**src/rtl/traffic_pkg.sv**
```systemverilog
// Shared types, lamp patterns and BCD helper
// for the two-road traffic phase scheduler.
package traffic_pkg;

  typedef enum logic [2:0] {
    NS_G  = 3'd0,
    NS_Y  = 3'd1,
    EW_G  = 3'd2,
    EW_Y  = 3'd3,
    NIGHT = 3'd4
  } phase_e;

  // {ns_r, ns_y, ns_g, ew_r, ew_y, ew_g}
  localparam logic [5:0] LED_NS_G = 6'b001_100;
  localparam logic [5:0] LED_NS_Y = 6'b010_100;
  localparam logic [5:0] LED_EW_G = 6'b100_001;
  localparam logic [5:0] LED_EW_Y = 6'b100_010;

  function automatic logic [7:0] to_bcd(
    input logic [6:0] v
  );
    logic [3:0] t;
    logic [3:0] o;
    t = 4'(v / 7'd10);
    o = 4'(v % 7'd10);
    return {t, o};
  endfunction

  function automatic logic [5:0] led_of(
    input phase_e p,
    input logic   f
  );
    logic [5:0] l;
    case (p)
      NS_G:    l = LED_NS_G;
      NS_Y:    l = LED_NS_Y;
      EW_G:    l = LED_EW_G;
      EW_Y:    l = LED_EW_Y;
      default: l = {1'b0, f, 1'b0, 1'b0, f, 1'b0};
    endcase
    return l;
  endfunction

endpackage

```
**src/rtl/traffic_phase_sched_key_debounce.sv**
```systemverilog
// Button conditioner: 2-flop sync, low-time
// counter, one press pulse per low period.
module key_debounce #(
  parameter int unsigned DEB_CYC = 1_000_000
) (
  input  logic clk,
  input  logic rst_n,
  input  logic key_n,
  output logic press
);

  localparam int unsigned CW = $clog2(DEB_CYC + 1);

  logic          meta_q, meta_d;
  logic          sync_q, sync_d;
  logic [CW-1:0] cnt_q, cnt_d;
  logic          done_q, done_d;
  logic          press_q, press_d;

  // Count consecutive low cycles, fire once, re-arm on release
  always_comb begin
    meta_d  = key_n;
    sync_d  = meta_q;
    cnt_d   = cnt_q;
    done_d  = done_q;
    press_d = 1'b0;
    if (sync_q) begin
      cnt_d  = '0;
      done_d = 1'b0;
    end else if (!done_q) begin
      if (cnt_q == CW'(DEB_CYC - 1)) begin
        press_d = 1'b1;
        done_d  = 1'b1;
        cnt_d   = '0;
      end else begin
        cnt_d = cnt_q + 1'b1;
      end
    end
  end

  // Idle button reads high, so the sync chain resets high
  always_ff @(posedge clk or negedge rst_n) begin
    if (!rst_n) begin
      meta_q  <= 1'b1;
      sync_q  <= 1'b1;
      cnt_q   <= '0;
      done_q  <= 1'b0;
      press_q <= 1'b0;
    end else begin
      meta_q  <= meta_d;
      sync_q  <= sync_d;
      cnt_q   <= cnt_d;
      done_q  <= done_d;
      press_q <= press_d;
    end
  end

  assign press = press_q;

endmodule

```
**src/rtl/traffic_phase_sched.sv**
```systemverilog
// Two-road phase scheduler: tick divider,
// phase FSM, countdown and pedestrian shortening.
module traffic_phase_sched
  import traffic_pkg::*;
#(
  parameter int unsigned TICK_DIV = 50_000_000,
  parameter int unsigned GREEN_NS = 30,
  parameter int unsigned GREEN_EW = 20,
  parameter int unsigned YEL      = 3,
  parameter int unsigned PED_MIN  = 5,
  parameter int unsigned DEB_CYC  = 1_000_000
) (
  input  logic       clk,
  input  logic       rst_n,
  input  logic       ped_n,
  input  logic       night,
  output logic [5:0] led,
  output logic [7:0] cnt_bcd,
  output logic [2:0] phase
);

  localparam int unsigned DW =
    (TICK_DIV > 1) ? $clog2(TICK_DIV) : 1;

  localparam logic [6:0] C_GNS = 7'(GREEN_NS);
  localparam logic [6:0] C_GEW = 7'(GREEN_EW);
  localparam logic [6:0] C_YEL = 7'(YEL);
  localparam logic [6:0] C_PED = 7'(PED_MIN);

  logic [DW-1:0] div_q, div_d;
  logic          nmeta_q, nmeta_d;
  logic          nsync_q, nsync_d;
  logic          tick;
  logic          press;

  phase_e        state_q, state_d;
  logic [6:0]    cnt_q, cnt_d;
  logic          flash_q, flash_d;
  logic          pend_q, pend_d;
  logic [5:0]    led_q, led_d;

  key_debounce #(
    .DEB_CYC (DEB_CYC)
  ) u_ped (
    .clk   (clk),
    .rst_n (rst_n),
    .key_n (ped_n),
    .press (press)
  );

  assign tick = (div_q == DW'(TICK_DIV - 1));

  // Free-running tick divider and night-level synchronizer
  always_comb begin
    div_d   = tick ? '0 : div_q + 1'b1;
    nmeta_d = night;
    nsync_d = nmeta_q;
  end

  // Tick divider and night sync registers
  always_ff @(posedge clk or negedge rst_n) begin
    if (!rst_n) begin
      div_q   <= '0;
      nmeta_q <= 1'b0;
      nsync_q <= 1'b0;
    end else begin
      div_q   <= div_d;
      nmeta_q <= nmeta_d;
      nsync_q <= nsync_d;
    end
  end

  // Next phase/count; a tick always beats a pending shortening
  always_comb begin
    state_d = state_q;
    cnt_d   = cnt_q;
    flash_d = flash_q;
    pend_d  = pend_q | press;
    if (tick) begin
      unique case (state_q)
        NS_G: begin
          if (cnt_q == 7'd1) begin
            state_d = NS_Y;
            cnt_d   = C_YEL;
          end else begin
            cnt_d = cnt_q - 7'd1;
          end
        end
        NS_Y: begin
          if (cnt_q == 7'd1) begin
            if (nsync_q) begin
              state_d = NIGHT;
              cnt_d   = 7'd0;
              flash_d = 1'b1;
            end else begin
              state_d = EW_G;
              cnt_d   = C_GEW;
            end
          end else begin
            cnt_d = cnt_q - 7'd1;
          end
        end
        EW_G: begin
          if (cnt_q == 7'd1) begin
            state_d = EW_Y;
            cnt_d   = C_YEL;
          end else begin
            cnt_d = cnt_q - 7'd1;
          end
        end
        EW_Y: begin
          if (cnt_q == 7'd1) begin
            if (nsync_q) begin
              state_d = NIGHT;
              cnt_d   = 7'd0;
              flash_d = 1'b1;
            end else begin
              state_d = NS_G;
              cnt_d   = C_GNS;
            end
          end else begin
            cnt_d = cnt_q - 7'd1;
          end
        end
        NIGHT: begin
          if (!nsync_q) begin
            state_d = NS_G;
            cnt_d   = C_GNS;
            flash_d = 1'b0;
          end else begin
            flash_d = ~flash_q;
          end
        end
        default: begin
          state_d = NS_G;
          cnt_d   = C_GNS;
          flash_d = 1'b0;
        end
      endcase
    end else if (pend_q &&
                 (state_q == NS_G ||
                  state_q == EW_G)) begin
      if (cnt_q > C_PED) cnt_d = C_PED;
      pend_d = press;
    end
    if (state_q == NIGHT) pend_d = 1'b0;
    led_d = led_of(state_d, flash_d);
  end

  // Phase FSM with registered lamp outputs
  always_ff @(posedge clk or negedge rst_n) begin
    if (!rst_n) begin
      state_q <= NS_G;
      cnt_q   <= C_GNS;
      flash_q <= 1'b0;
      pend_q  <= 1'b0;
      led_q   <= LED_NS_G;
    end else begin
      state_q <= state_d;
      cnt_q   <= cnt_d;
      flash_q <= flash_d;
      pend_q  <= pend_d;
      led_q   <= led_d;
    end
  end

  assign led     = led_q;
  assign phase   = state_q;
  assign cnt_bcd = to_bcd(cnt_q);

endmodule
```
**config.mk**
```make
export PLATFORM = sky130hd
export DESIGN_NAME = traffic_phase_sched
export DESIGN_NICKNAME = d
export VERILOG_FILES = /design/src/rtl/traffic_pkg.sv /design/src/rtl/traffic_phase_sched_key_debounce.sv /design/src/rtl/traffic_phase_sched.sv
export SDC_FILE = /design/constraint.sdc
export NUM_CORES = 1
export LEC_CHECK = 0
export ABC_CLOCK_PERIOD_IN_PS = 2700
export BUFFER_PORTS_ARGS = -buffer_cell sky130_fd_sc_hd__buf_4
export CORE_MARGIN = 2
export CORE_UTILIZATION = 45
export CTS_CLUSTER_SIZE = 20
export DETAILED_ROUTE_END_ITERATION = 16
export GPL_ROUTABILITY_DRIVEN = 0
export PLACE_DENSITY = 0.66
export SLEW_MARGIN = 20
export SYNTH_ARGS = -nofsm -noshare
export SYNTH_HDL_FRONTEND = slang
export SYNTH_SLANG_ARGS = --single-unit
```
**constraint.sdc**
```tcl
create_clock -name clk -period 2.7 [get_ports clk]
set_clock_uncertainty 0.2 [all_clocks]
set_input_delay 0 -clock clk [delete_from_list [all_inputs] [get_ports clk]]
set_output_delay 0 -clock clk [all_outputs]
set_load 0.02 [all_outputs]
```
==> impl_metrics.py, run 1 <==
metrics = {
    "timing": {
        "worst_slew_pin_slew_ns": 0.876,
        "final_period_utilization": 1.15,
        "grt_setup_unrepaired": "true",
        "max_slew_headroom": 0.416,
        "max_freq_ghz": 0.323,
        "finalSetupViolCount": 4,
        "final_hold_viol_count": 0,
        "timing.final.crit_period_ns": 3.10,
        "maxSlewViolCount": 0,
        "postLayoutSetupSlackWorst_ns": -0.396,
    },
    "clock_tree": {
        "cts-buffers-inserted": 9,
        "path_clk_slew_ns": 0.07,
        "clock_insertion_delay_worst_skew_ns": 0.34,
        "tritoncts": "yes",
        "htree_levels": 3,
        "clock_tree.buffer_depth": 2,
        "cts_num_sinks": 70,
        "clockRootBuffer": "sky130_fd_sc_hd__clkbuf_8",
    },
    "power": {
        "power.leakage_nw": 2.12,
        "power-per-cell-area_nw_per_um2": 392,
        "vdd_ir_drop_max_mv": 0.232,
        "total_chip_power_w": 0.00186,
    },
    "route": {
        "routed_wl_um": 9240,
        "remaining_drc_errors": 0,
        "vias_per_cell": 5.68,
        "antenna_left": 0,
        "routed-via-count": 3454,
        "drt_pre_antenna_iters": 6,
        "routed_wire_length_per_instance_um": 15.2,
        "drt_first_iter_violations": 144,
    },
    "critical_path": {
        "endpoint_kind": "output pin",
        "worst_ep_required_time_ns": 2.50,
        "critical_path.max_fanout": 7,
        "worst_r2r_path_cells": 6,
        "setup.reg_to_reg.worst_slack_ns": 0.15,
        "arrival_ns": 2.90,
        "rr_startpoint": "div_q[9]$_DFF_PN0_",
        "rr_endpoint": "led[4]$_DFF_PN0_",
        "timing.setup.critical_path_class": "flop to output pin",
        "worst_setup_sp_type": "flop",
    },
    "hold_path": {
        "min_from": "night",
        "hold_path_end": "nmeta_q$_DFF_PN0_",
        "hp-class": "input port to flop",
        "hold_path_stages": 2,
    },
    "yosys": {
        "synth-edff-count": 0,
        "yosysSeqAreaShare": 0.443,
        "synthesized_netlist_cell_count": 453,
        "yosysTopAreaCell": "sky130_fd_sc_hd__dfrtp_1",
        "ys_seq_elements": 70,
        "synth.cell_area_um2": 3980,
        "synthDistinctLibCells": 63,
        "yosysWarningCount": 0,
        "synthesized_net_count": 464,
        "ys_top_cells_by_area": "sky130_fd_sc_hd__dfrtp_1 (39%), sky130_fd_sc_hd__o21ai_0 (6.0%), sky130_fd_sc_hd__dfstp_2 (5.3%)",
        "postSynth.topFlopCell": "sky130_fd_sc_hd__dfrtp_1",
        "post_synth_top_area_share": 0.390,
        "async_flop_share": 1.00,
        "post_synth.cell_area_avg_um2": 8.78,
    },
    "cells_and_area": {
        "area_growth_from_synthesis_to_final_layout_pct": 19.3,
        "insertedDiodeCount": 0,
        "drive_above_1_share": 0.212,
        "fin_nets": 506,
        "final.fill_count": 791,
        "stdcell_area_um2": 4750,
    },
    "global_route": {
        "grt_start_max_net_pins": 71,
        "grt_antenna_before_repair": 0,
        "global_route.usage.total": 0.202,
        "gr-total-overflow": 0,
        "grt_pass1_vias": 3387,
        "grt_pass1_wl_um": 16200,
    },
    "place": {
        "placement.io_buffers": 20,
        "place_ws_ns": -0.162,
        "detailedPlacementHpwl_um": 6400,
        "placement.cell_area_um2": 4410,
    },
    "outcome": {
        "outcome": "finished with violations",
        "violations": "negative setup slack",
    },
    "floorplan": {
        "pin_count": 21,
        "num_rows": 34,
        "die-area_um2": 9610,
        "core_region_area_um2": 8640,
        "die_y_um": 98.0,
        "floorplan.die.width_um": 98.0,
        "initial_core_util": 0.461,
    },
    "flow_run": {
        "max_cap_viol_count": 0,
    },
}
==> state kept, by name, summed over array words and instances (netlist names) <==
name,cells
flash_q,1
nmeta_q,1
u_ped.press,1
div_q,26
led,6
cnt_q,7
nsync_q,1
u_ped.sync_q,1
u_ped.cnt_q,20
u_ped.done_q,1
phase,3
pend_q,1
u_ped.meta_q,1
==> cell type report <==
cell class	instances	area [um^2]	share of cell area
repair buffers	58	450	0.0949
well taps	108	135	0.0285
inverters	12	45.0	0.00949
multi-input cells	344	2190	0.461
flip-flops and latches	70	1770	0.372
clock buffers	14	153	0.0322
clock inverters	2	10.0	0.00211
==> Yosys cell counts (all sizes together) (5+ instances only) <==
cell	count
dfstp	8
buf	5
xor2	20
a31oi	7
and2	7
a21oi	21
nor3	12
nand2	40
nand3	28
ha	7
inv	12
or4	5
nand4	14
clkbuf	22
nor2	49
o21ai	49
dfrtp	62
or3	6
and3	7
xnor2	10
nor2b	10
==> cells in the final DEF, fill, tap and decap left out, types with 9 or more instances in the layout <==
cell type,count
sky130_fd_sc_hd__xnor2_1,9
sky130_fd_sc_hd__nand4_1,14
sky130_fd_sc_hd__dfrtp_1,58
sky130_fd_sc_hd__nand3_1,26
sky130_fd_sc_hd__inv_1,12
sky130_fd_sc_hd__a21oi_1,20
sky130_fd_sc_hd__xor2_1,19
sky130_fd_sc_hd__buf_4,53
sky130_fd_sc_hd__nand2_1,40
sky130_fd_sc_hd__nor3_1,9
sky130_fd_sc_hd__o21ai_0,48
sky130_fd_sc_hd__nor2_1,49
sky130_fd_sc_hd__clkbuf_8,10
==> worst max-delay path, stage by stage (launching register included) <==
cell and delay, ns:
sky130_fd_sc_hd__dfstp_2 0.56, sky130_fd_sc_hd__nor4bb_4 0.31, sky130_fd_sc_hd__a211oi_2 0.07, sky130_fd_sc_hd__o221a_2 0.30, sky130_fd_sc_hd__ha_4 0.18, sky130_fd_sc_hd__buf_4 0.15, sky130_fd_sc_hd__nor2b_2 0.16, sky130_fd_sc_hd__a22oi_2 0.17
sky130_fd_sc_hd__nor2_1 0.07, sky130_fd_sc_hd__a21oi_1 0.13, sky130_fd_sc_hd__nor2_1 0.06, sky130_fd_sc_hd__a221o_1 0.27, sky130_fd_sc_hd__buf_6 0.13
==> kinds of logic after synthesis <==
| logic type | Yosys count | share of synthesized area |
|---|---|---|
| AND/OR/NAND/NOR | 202 | 0.269 |
| buffers and inverters | 39 | 0.0384 |
| adder cells (fa/ha/maj) | 7 | 0.0220 |
| flip-flops | 70 | 0.443 |
| AO/OA/AOI/OAI | 104 | 0.159 |
| multiplexers | 1 | 0.00252 |
| XOR/XNOR | 30 | 0.0660 |
==> stage by stage <==
| step | setup TNS (ns) | hold WS, ns | utilization | instances |
|---|---|---|---|---|
| 5_1_grt | -1.98 | 0.105 | 0.550 | 608 |
| 6_report | -1.39 | 0.103 | 0.550 | 608 |
| 2_1_floorplan | -0.332 | -0.496 | - | 453 |
| 4_1_cts | -1.37 | 0.0940 | 0.543 | 606 |
| 3_3_place_gp | -0.179 | -0.0895 | 0.511 | 584 |
| 3_5_place_dp | -0.487 | -0.0891 | 0.511 | 584 |
==> worst max path at each step <==
| stage | depth (start not counted) | startpoint | endpoint |
|---|---|---|---|
| finish | 12 | cnt_q[3]$_DFFE_PN1P_ | cnt_bcd[3] |
| detailed placement | 11 | cnt_q[4]$_DFFE_PN1P_ | cnt_bcd[1] |
| global placement | 11 | cnt_q[4]$_DFFE_PN1P_ | cnt_bcd[1] |
| global route | 12 | cnt_q[3]$_DFFE_PN1P_ | cnt_bcd[3] |
| CTS | 11 | cnt_q[4]$_DFFE_PN1P_ | cnt_bcd[1] |
| floorplan | 11 | cnt_q[4]$_DFFE_PN1P_ | cnt_bcd[2] |
==> repair_timing <==
action,CTS,global route
endpoints found under the hold margin,64,0
buffers inserted,3,2
pin swaps,8,5
hold buffers,3,0
gates resized for setup,12,7
cloned,0,0
setup endpoints to repair,4,5
==> metal layers <==
metal / global-route usage / vias up / share of wire
met3: 0.0272 / 10 / 0.033
met4: 0.0588 / 0 / 0.012
met2: 0.344 / 76 / 0.49
met5: 0 / - / 0
met1: 0.272 / 1670 / 0.47
li1: - / 1698 / -
==> power breakdown <==
part           switching (W)  leakage, nW  total [W]  internal [W]
Sequential        0.00000911        0.922    0.00107       0.00106
Combinational      0.0000328         1.11  0.0000488     0.0000159
Clock               0.000388       0.0844   0.000746      0.000358
Total               0.000430         2.12    0.00186       0.00143
No activity file was read; power rests on OpenSTA's default activity.
==> run 2: changes to the inputs <==
- CORE_UTILIZATION: 45 -> 27
- PLACE_DENSITY: 0.66 -> 0.45
==> run 2 against run 1 <==
Net effect: the flow still finishes with violations (negative setup slack); clock-buffer cell count down 4; total power up 27%; first-iteration DRC count up 36%; combinational power about the same; maximum frequency down 1.8%; clock power up 68%; global-route usage down 7.3 points; core utilization down 21 points; largest cell class unchanged; non-clock buffer count down 5.
==> impl_metrics.py, run 2 (synthesized netlist as in run 1, its figures left out) <==
metrics = {
    "outcome": {
        "outcome": "finished with violations",
        "violations": "negative setup slack",
    },
    "critical_path": {
        "rr_startpoint": "div_q[10]$_DFF_PN0_",
        "arrival_ns": 2.95,
        "endpoint_kind": "output pin",
        "worst_ep_required_time_ns": 2.50,
        "worst_setup_sp_type": "flop",
        "timing.setup.critical_path_class": "flop to output pin",
        "worst_r2r_path_cells": 6,
        "critical_path.startpoint": "cnt_q[4]$_DFFE_PN1P_",
        "setup.reg_to_reg.worst_slack_ns": 0.14,
        "rr_endpoint": "led[4]$_DFF_PN0_",
        "critical_path.max_fanout": 6,
        "crit_end": "cnt_bcd[1]",
    },
    "route": {
        "antenna_left": 0,
        "vias_per_cell": 5.05,
        "remaining_drc_errors": 0,
        "routed_wire_length_per_instance_um": 14.4,
        "routed_wl_um": 9810,
        "routed-via-count": 3430,
        "drt_first_iter_violations": 196,
        "drt_pre_antenna_iters": 4,
    },
    "timing": {
        "holdWs_ns": 0.111,
        "postLayoutSetupSlackWorst_ns": -0.454,
        "finalSetupViolCount": 4,
        "grt_setup_unrepaired": "true",
        "final_hold_viol_count": 0,
        "max_freq_ghz": 0.317,
        "final_period_utilization": 1.17,
        "max_slew_headroom": 0.397,
        "worst_slew_pin_slew_ns": 0.904,
        "timing.final.crit_period_ns": 3.15,
        "maxSlewViolCount": 0,
    },
    "global_route": {
        "grt_start_max_net_pins": 71,
        "global_route.usage.total": 0.130,
        "grt_pass1_vias": 3412,
        "grt_antenna_before_repair": 0,
        "gr-total-overflow": 0,
        "grt_pass1_wl_um": 16700,
    },
    "cells_and_area": {
        "final_common_cell": "sky130_fd_sc_hd__dfrtp_1",
        "layout_top_registers": "div_q (26), u_ped.cnt_q (20), cnt_q (7)",
        "final_cell_mix": "sky130_fd_sc_hd__dfrtp_1 (62), sky130_fd_sc_hd__nor2_1 (49), sky130_fd_sc_hd__o21ai_0 (48)",
        "area_growth_from_synthesis_to_final_layout_pct": 24.7,
        "top_register": "div_q",
        "insertedDiodeCount": 0,
        "max_ffs_per_register": 26,
        "fin_nets": 501,
        "drive_above_1_share": 0.204,
    },
    "clock_tree": {
        "clock_tree.buffer_depth": 2,
        "clockRootBuffer": "sky130_fd_sc_hd__clkbuf_16",
        "cts_num_sinks": 70,
        "htree_levels": 3,
        "tritoncts": "yes",
        "cts-buffers-inserted": 9,
        "path_clk_slew_ns": 0.05,
        "clock_insertion_delay_worst_skew_ns": 0.33,
    },
    "power": {
        "power-per-cell-area_nw_per_um2": 477,
        "vdd_ir_drop_max_mv": 0.306,
        "power.leakage_nw": 2.17,
        "total_chip_power_w": 0.00236,
    },
    "floorplan": {
        "core_region_area_um2": 14500,
        "die_y_um": 125,
        "die-area_um2": 15700,
        "num_rows": 44,
        "floorplan.die.width_um": 125,
        "initial_core_util": 0.275,
        "pin_count": 21,
    },
    "place": {
        "detailedPlacementHpwl_um": 6760,
        "placement.io_buffers": 20,
    },
    "flow_run": {
        "max_cap_viol_count": 0,
    },
    "hold_path": {
        "hp-class": "input port to flop",
    },
}
run 2: layout make-up:
class                   instances  area [um^2]
clock buffers                  10          229
clock inverters                 6         86.3
multi-input cells             344         2180
inverters                      12         45.0
repair buffers                 53          424
flip-flops and latches         70         1760
fillers                      1487         9520
well taps                     184          230
run 2: power breakdown:
part	internal [W]	switching, W	leakage (nW)
sequential	0.00106	0.00000929	0.928
clock	0.000807	0.000442	0.152
combinational	0.0000158	0.0000332	1.09
run 2: repair_timing:
action	4_1_cts	5_1_grt
hold buffers	3	0
endpoints found under the hold margin	64	0
resized for setup	14	4
endpoints found under the setup margin	4	4
setup buffers	2	1
pin swaps	8	4
run 2: how the worst min path moves through the flow:
stage	start	to	slack, ns	cells after the start
after floorplan	rst_n	cnt_q[0]$_DFFE_PN0P_	-0.50	0
after global placement	ped_n	u_ped.meta_q$_DFF_PN1_	-0.09	1
after detailed placement	ped_n	u_ped.meta_q$_DFF_PN1_	-0.09	1
after CTS	night	nmeta_q$_DFF_PN0_	0.1	2
after global routing	ped_n	u_ped.meta_q$_DFF_PN1_	0.10	2
final	night	nmeta_q$_DFF_PN0_	0.11	2
run 2: per-stage QoR:
| step | std cells | util | setup WS (ns) | TNS (ns) | instance area, um^2 |
|---|---|---|---|---|---|
| 6_report | 679 | 0.343 | -0.454 | -1.59 | 4960 |
| 5_1_grt | 679 | 0.343 | -0.568 | -2.12 | 4960 |
| 4_1_cts | 678 | 0.340 | -0.427 | -1.56 | 4920 |
| 3_5_place_dp | 657 | 0.310 | -0.235 | -0.712 | 4490 |
| 3_3_place_gp | 657 | 0.310 | -0.115 | -0.263 | 4490 |
| 2_1_floorplan | 453 | - | -0.207 | -0.332 | 4030 |
run 2: worst max-delay path, stage by stage, from the launching register on:
cell,delay [ns]
sky130_fd_sc_hd__dfstp_2,0.59
sky130_fd_sc_hd__nor2b_2,0.07
sky130_fd_sc_hd__a211oi_2,0.20
sky130_fd_sc_hd__o221a_2,0.25
sky130_fd_sc_hd__ha_4,0.16
sky130_fd_sc_hd__nor3_2,0.06
sky130_fd_sc_hd__a2111oi_4,0.35
sky130_fd_sc_hd__a32oi_2,0.17
sky130_fd_sc_hd__a221oi_2,0.35
sky130_fd_sc_hd__buf_4,0.19
sky130_fd_sc_hd__xnor2_2,0.09
sky130_fd_sc_hd__buf_4,0.15
run 2: layer usage:
metal	up-vias	GRT usage	wire length, um
li1	1690	-	-
met1	1694	0.171	4680
met2	39	0.213	4770
met3	7	0.0300	256
met4	0	0.0412	95
met5	-	0	0
==> run 3: changes to the inputs <==
- CORE_UTILIZATION: 27 -> 55
- PLACE_DENSITY: 0.45 -> 0.78
- SYNTH_HIERARCHICAL: default -> 1
==> run 3 against run 2 <==
Net effect: the flow now finishes without violations; largest power group is now registers; core utilization is 31 points higher; critical path type unchanged; routed wire length is 18% lower; clock power is 33% lower; highest routed layer unchanged; combinational power is 3% higher; largest cell class unchanged; flip-flop and latch count stayed put; clock-buffer cell count is 1 lower; hold slack worse by 0.015 ns; area after synthesis is 1.7% lower.
==> impl_metrics.py, run 3 <==
metrics = {
    "cells_and_area": {
        "flip_flop_and_latch_area_um2": 1760,
        "final_cell_mix": "sky130_fd_sc_hd__dfrtp_1 (61), sky130_fd_sc_hd__nand2_1 (52), sky130_fd_sc_hd__nor2_1 (47)",
        "max_ffs_per_register": 26,
        "layout_top_registers": "div_q (26), u_ped/cnt_q (20), cnt_q (7)",
        "final_common_cell": "sky130_fd_sc_hd__dfrtp_1",
        "multi_input_comb_area_um2": 2080,
        "stdcell_area_um2": 4460,
        "insertedDiodeCount": 0,
        "fin_nets": 473,
        "drive_above_1_share": 0.163,
        "area_growth_from_synthesis_to_final_layout_pct": 13.9,
        "final.fill_count": 546,
        "top_register": "div_q",
        "final_core_utilization": 0.652,
    },
    "critical_path": {
        "worst_setup_sp_type": "flop",
        "critical_path.max_fanout": 5,
        "timing.setup.critical_path_class": "flop to output pin",
        "arrival_ns": 2.45,
        "worst_ep_required_time_ns": 2.50,
        "endpoint_kind": "output pin",
    },
    "timing": {
        "postLayoutSetupSlackWorst_ns": 0.0538,
        "maxSlewViolCount": 0,
        "max_slew_headroom": 0.419,
        "final_period_utilization": 0.980,
        "max_freq_ghz": 0.378,
        "finalSetupViolCount": 0,
        "holdWs_ns": 0.0964,
        "timing.final.crit_period_ns": 2.65,
        "worst_slew_pin_slew_ns": 0.871,
        "grt_setup_unrepaired": "true",
        "final_hold_viol_count": 0,
    },
    "route": {
        "remaining_drc_errors": 0,
        "drt_first_iter_violations": 213,
        "routed-via-count": 3340,
        "routed_wl_um": 8090,
        "vias_per_cell": 5.93,
        "antenna_left": 0,
        "drt_pre_antenna_iters": 5,
        "routed_wire_length_per_instance_um": 14.4,
    },
    "clock_tree": {
        "clockRootBuffer": "sky130_fd_sc_hd__clkbuf_8",
        "clock_tree.buffer_depth": 2,
        "tritoncts": "yes",
        "path_clk_slew_ns": 0.08,
        "cts_num_sinks": 70,
        "cts-buffers-inserted": 9,
        "htree_levels": 3,
        "clock_insertion_delay_worst_skew_ns": 0.35,
    },
    "yosys": {
        "yosysSeqAreaShare": 0.450,
        "post_synth_top_area_share": 0.397,
        "ys_seq_elements": 70,
        "synth-edff-count": 0,
        "yosysWarningCount": 6,
        "yosys.area_share.xor_xnor": 0.0627,
        "synthesized_netlist_cell_count": 435,
        "synthSimpleGateAreaFrac": 0.286,
        "ys_top_cells_by_area": "sky130_fd_sc_hd__dfrtp_1 (40%), sky130_fd_sc_hd__dfstp_2 (5.4%), sky130_fd_sc_hd__nand2_1 (5.0%)",
        "combinational_family_with_the_most_area_after_synthesis": "simple AND/OR/NAND/NOR gates",
        "synthesized_area_fraction_occupied_by_adder_cells": 0.0224,
        "yosysTopAreaCell": "sky130_fd_sc_hd__dfrtp_1",
        "compound_gate_portion_of_the_synthesized_area": 0.140,
        "synth.cells.most_frequent": "sky130_fd_sc_hd__dfrtp_1 (62), sky130_fd_sc_hd__nand2_1 (52), sky130_fd_sc_hd__nor2_1 (48)",
        "yosys.cell_count.top_type": "sky130_fd_sc_hd__dfrtp_1",
        "synthDistinctLibCells": 62,
        "synthesized_net_count": 446,
        "synth.cell_area_um2": 3910,
        "muxShareOfSynthArea": 0.00863,
        "postSynth.topFlopCell": "sky130_fd_sc_hd__dfrtp_1",
        "async_flop_share": 1.00,
        "post_synth.cell_area_avg_um2": 8.99,
    },
    "power": {
        "power.leakage_nw": 1.93,
        "vdd_ir_drop_max_mv": 0.320,
        "p_sw_frac": 0.234,
        "switching_power_w": 0.000458,
        "clockPowerShare": 0.429,
        "power.sequential.fraction": 0.546,
        "power-per-cell-area_nw_per_um2": 440,
        "combinationalPowerShare": 0.026,
        "internal_power_w": 0.00150,
    },
    "floorplan": {
        "core_region_area_um2": 6830,
        "num_rows": 30,
        "die-area_um2": 7800,
        "die_y_um": 88.3,
        "floorplan.die.width_um": 88.3,
        "pin_count": 21,
        "initial_core_util": 0.573,
    },
    "hold_path": {
        "hp-class": "input port to async pin",
    },
    "place": {
        "placement.io_buffers": 20,
        "place_ws_ns": 0.0620,
        "detailedPlacementHpwl_um": 5500,
        "placement.cell_area_um2": 4160,
    },
    "global_route": {
        "grt_antenna_before_repair": 0,
        "global_route.usage.total": 0.231,
        "grt_pass1_wl_um": 14200,
        "grt_pass1_vias": 3132,
        "gr-total-overflow": 0,
        "grt_start_max_net_pins": 71,
    },
    "flow_run": {
        "max_cap_viol_count": 0,
    },
    "outcome": {
        "outcome": "completed",
    },
}
-- run 3: cell count changes after synthesis, moves of 4 or more --
| cell | delta |
|---|---|
| sky130_fd_sc_hd__a31oi_1 | -4 |
| sky130_fd_sc_hd__and2_1 | -5 |
| sky130_fd_sc_hd__clkbuf_1 | -8 |
| sky130_fd_sc_hd__nand2_1 | +12 |
| sky130_fd_sc_hd__nand2b_1 | +6 |
| sky130_fd_sc_hd__nand3_1 | +11 |
| sky130_fd_sc_hd__nor2b_1 | -5 |
| sky130_fd_sc_hd__o21ai_0 | -34 |
| sky130_fd_sc_hd__xor2_1 | -5 |
-- run 3: layout make-up --
type	instances	share of cell area
Clock buffer	9	0.0278
Clock inverter	7	0.0166
Timing Repair Buffer	33	0.0573
Multi-Input combinational cell	338	0.467
Tap cell	96	0.0270
Sequential cell	70	0.396
Inverter	10	0.00842
-- run 3: final timing paths --
path / end / startpoint / slack [ns] / depth (start not counted)
worst max-delay path: cnt_bcd[1] / cnt_q[4]$_DFFE_PN1P_ / 0.05 / 10
worst min-delay path: pend_q$_DFF_PN0_ / rst_n / 0.1 / 2
worst max register to register: led[5]$_DFF_PN0_ / div_q[12]$_DFF_PN0_ / 0.16 / 6
worst min register to register: nsync_q$_DFF_PN0_ / nmeta_q$_DFF_PN0_ / 0.15 / 0
max in group asynchronous: cnt_q[5]$_DFFE_PN0P_ / rst_n / 1.60 / 2
min in group clk: u_ped/meta_q$_DFF_PN1_ / ped_n / 0.10 / 2
-- run 3: power groups by stage --
stage | Combinational (W) | Clock, W | Sequential, W
3_5_place_dp | 0.0000485 | 0 | 0.00109
5_1_grt | 0.0000585 | 0.000908 | 0.00107
6_report | 0.0000504 | 0.000841 | 0.00107
4_1_cts | 0.0000521 | 0.000869 | 0.00107
3_3_place_gp | 0.0000470 | 0 | 0.00109
2_1_floorplan | 0.0000209 | 0 | 0.00109
-- run 3: cells by family after synthesis --
group | Yosys count
compound gates | 82
xor+xnor | 28
fa+ha+maj | 7
buf+inv | 27
flops | 70
mux | 3
simple gates | 218
-- run 3: critical path, cell delays in order (launching register included) --
cell,delay (ns)
sky130_fd_sc_hd__dfstp_2,0.58
sky130_fd_sc_hd__nand2b_1,0.09
sky130_fd_sc_hd__a311oi_2,0.34
sky130_fd_sc_hd__nor2_2,0.09
sky130_fd_sc_hd__xnor2_2,0.16
sky130_fd_sc_hd__inv_2,0.09
sky130_fd_sc_hd__ha_4,0.15
sky130_fd_sc_hd__o311ai_1,0.09
sky130_fd_sc_hd__a21o_1,0.23
sky130_fd_sc_hd__xnor2_2,0.13
sky130_fd_sc_hd__buf_4,0.16
-- run 3: repair_timing --
action,4_1_cts,5_1_grt
hold endpoints to repair,64,0
endpoints found under the setup margin,4,3
pin swaps,2,2
resized for setup,6,3
buffers inserted,3,1
hold buffers,3,0
-- run 3: per-layer routing --
metal,GRT usage,up-vias,part of all wire
met5,0,-,0
met4,0.0868,0,0.011
met3,0.0504,12,0.050
met2,0.375,95,0.49
met1,0.305,1619,0.45
li1,-,1614,-
-- run 3: stage by stage --
| stage | TNS (ns) | std cells | power, W |
|---|---|---|---|
| 2_1_floorplan | 0 | 435 | 0.00111 |
| 3_3_place_gp | 0 | 540 | 0.00114 |
| 3_5_place_dp | 0 | 540 | 0.00114 |
| 4_1_cts | 0 | 562 | 0.00199 |
| 5_1_grt | -0.105 | 563 | 0.00204 |
| 6_report | 0 | 563 | 0.00196 |
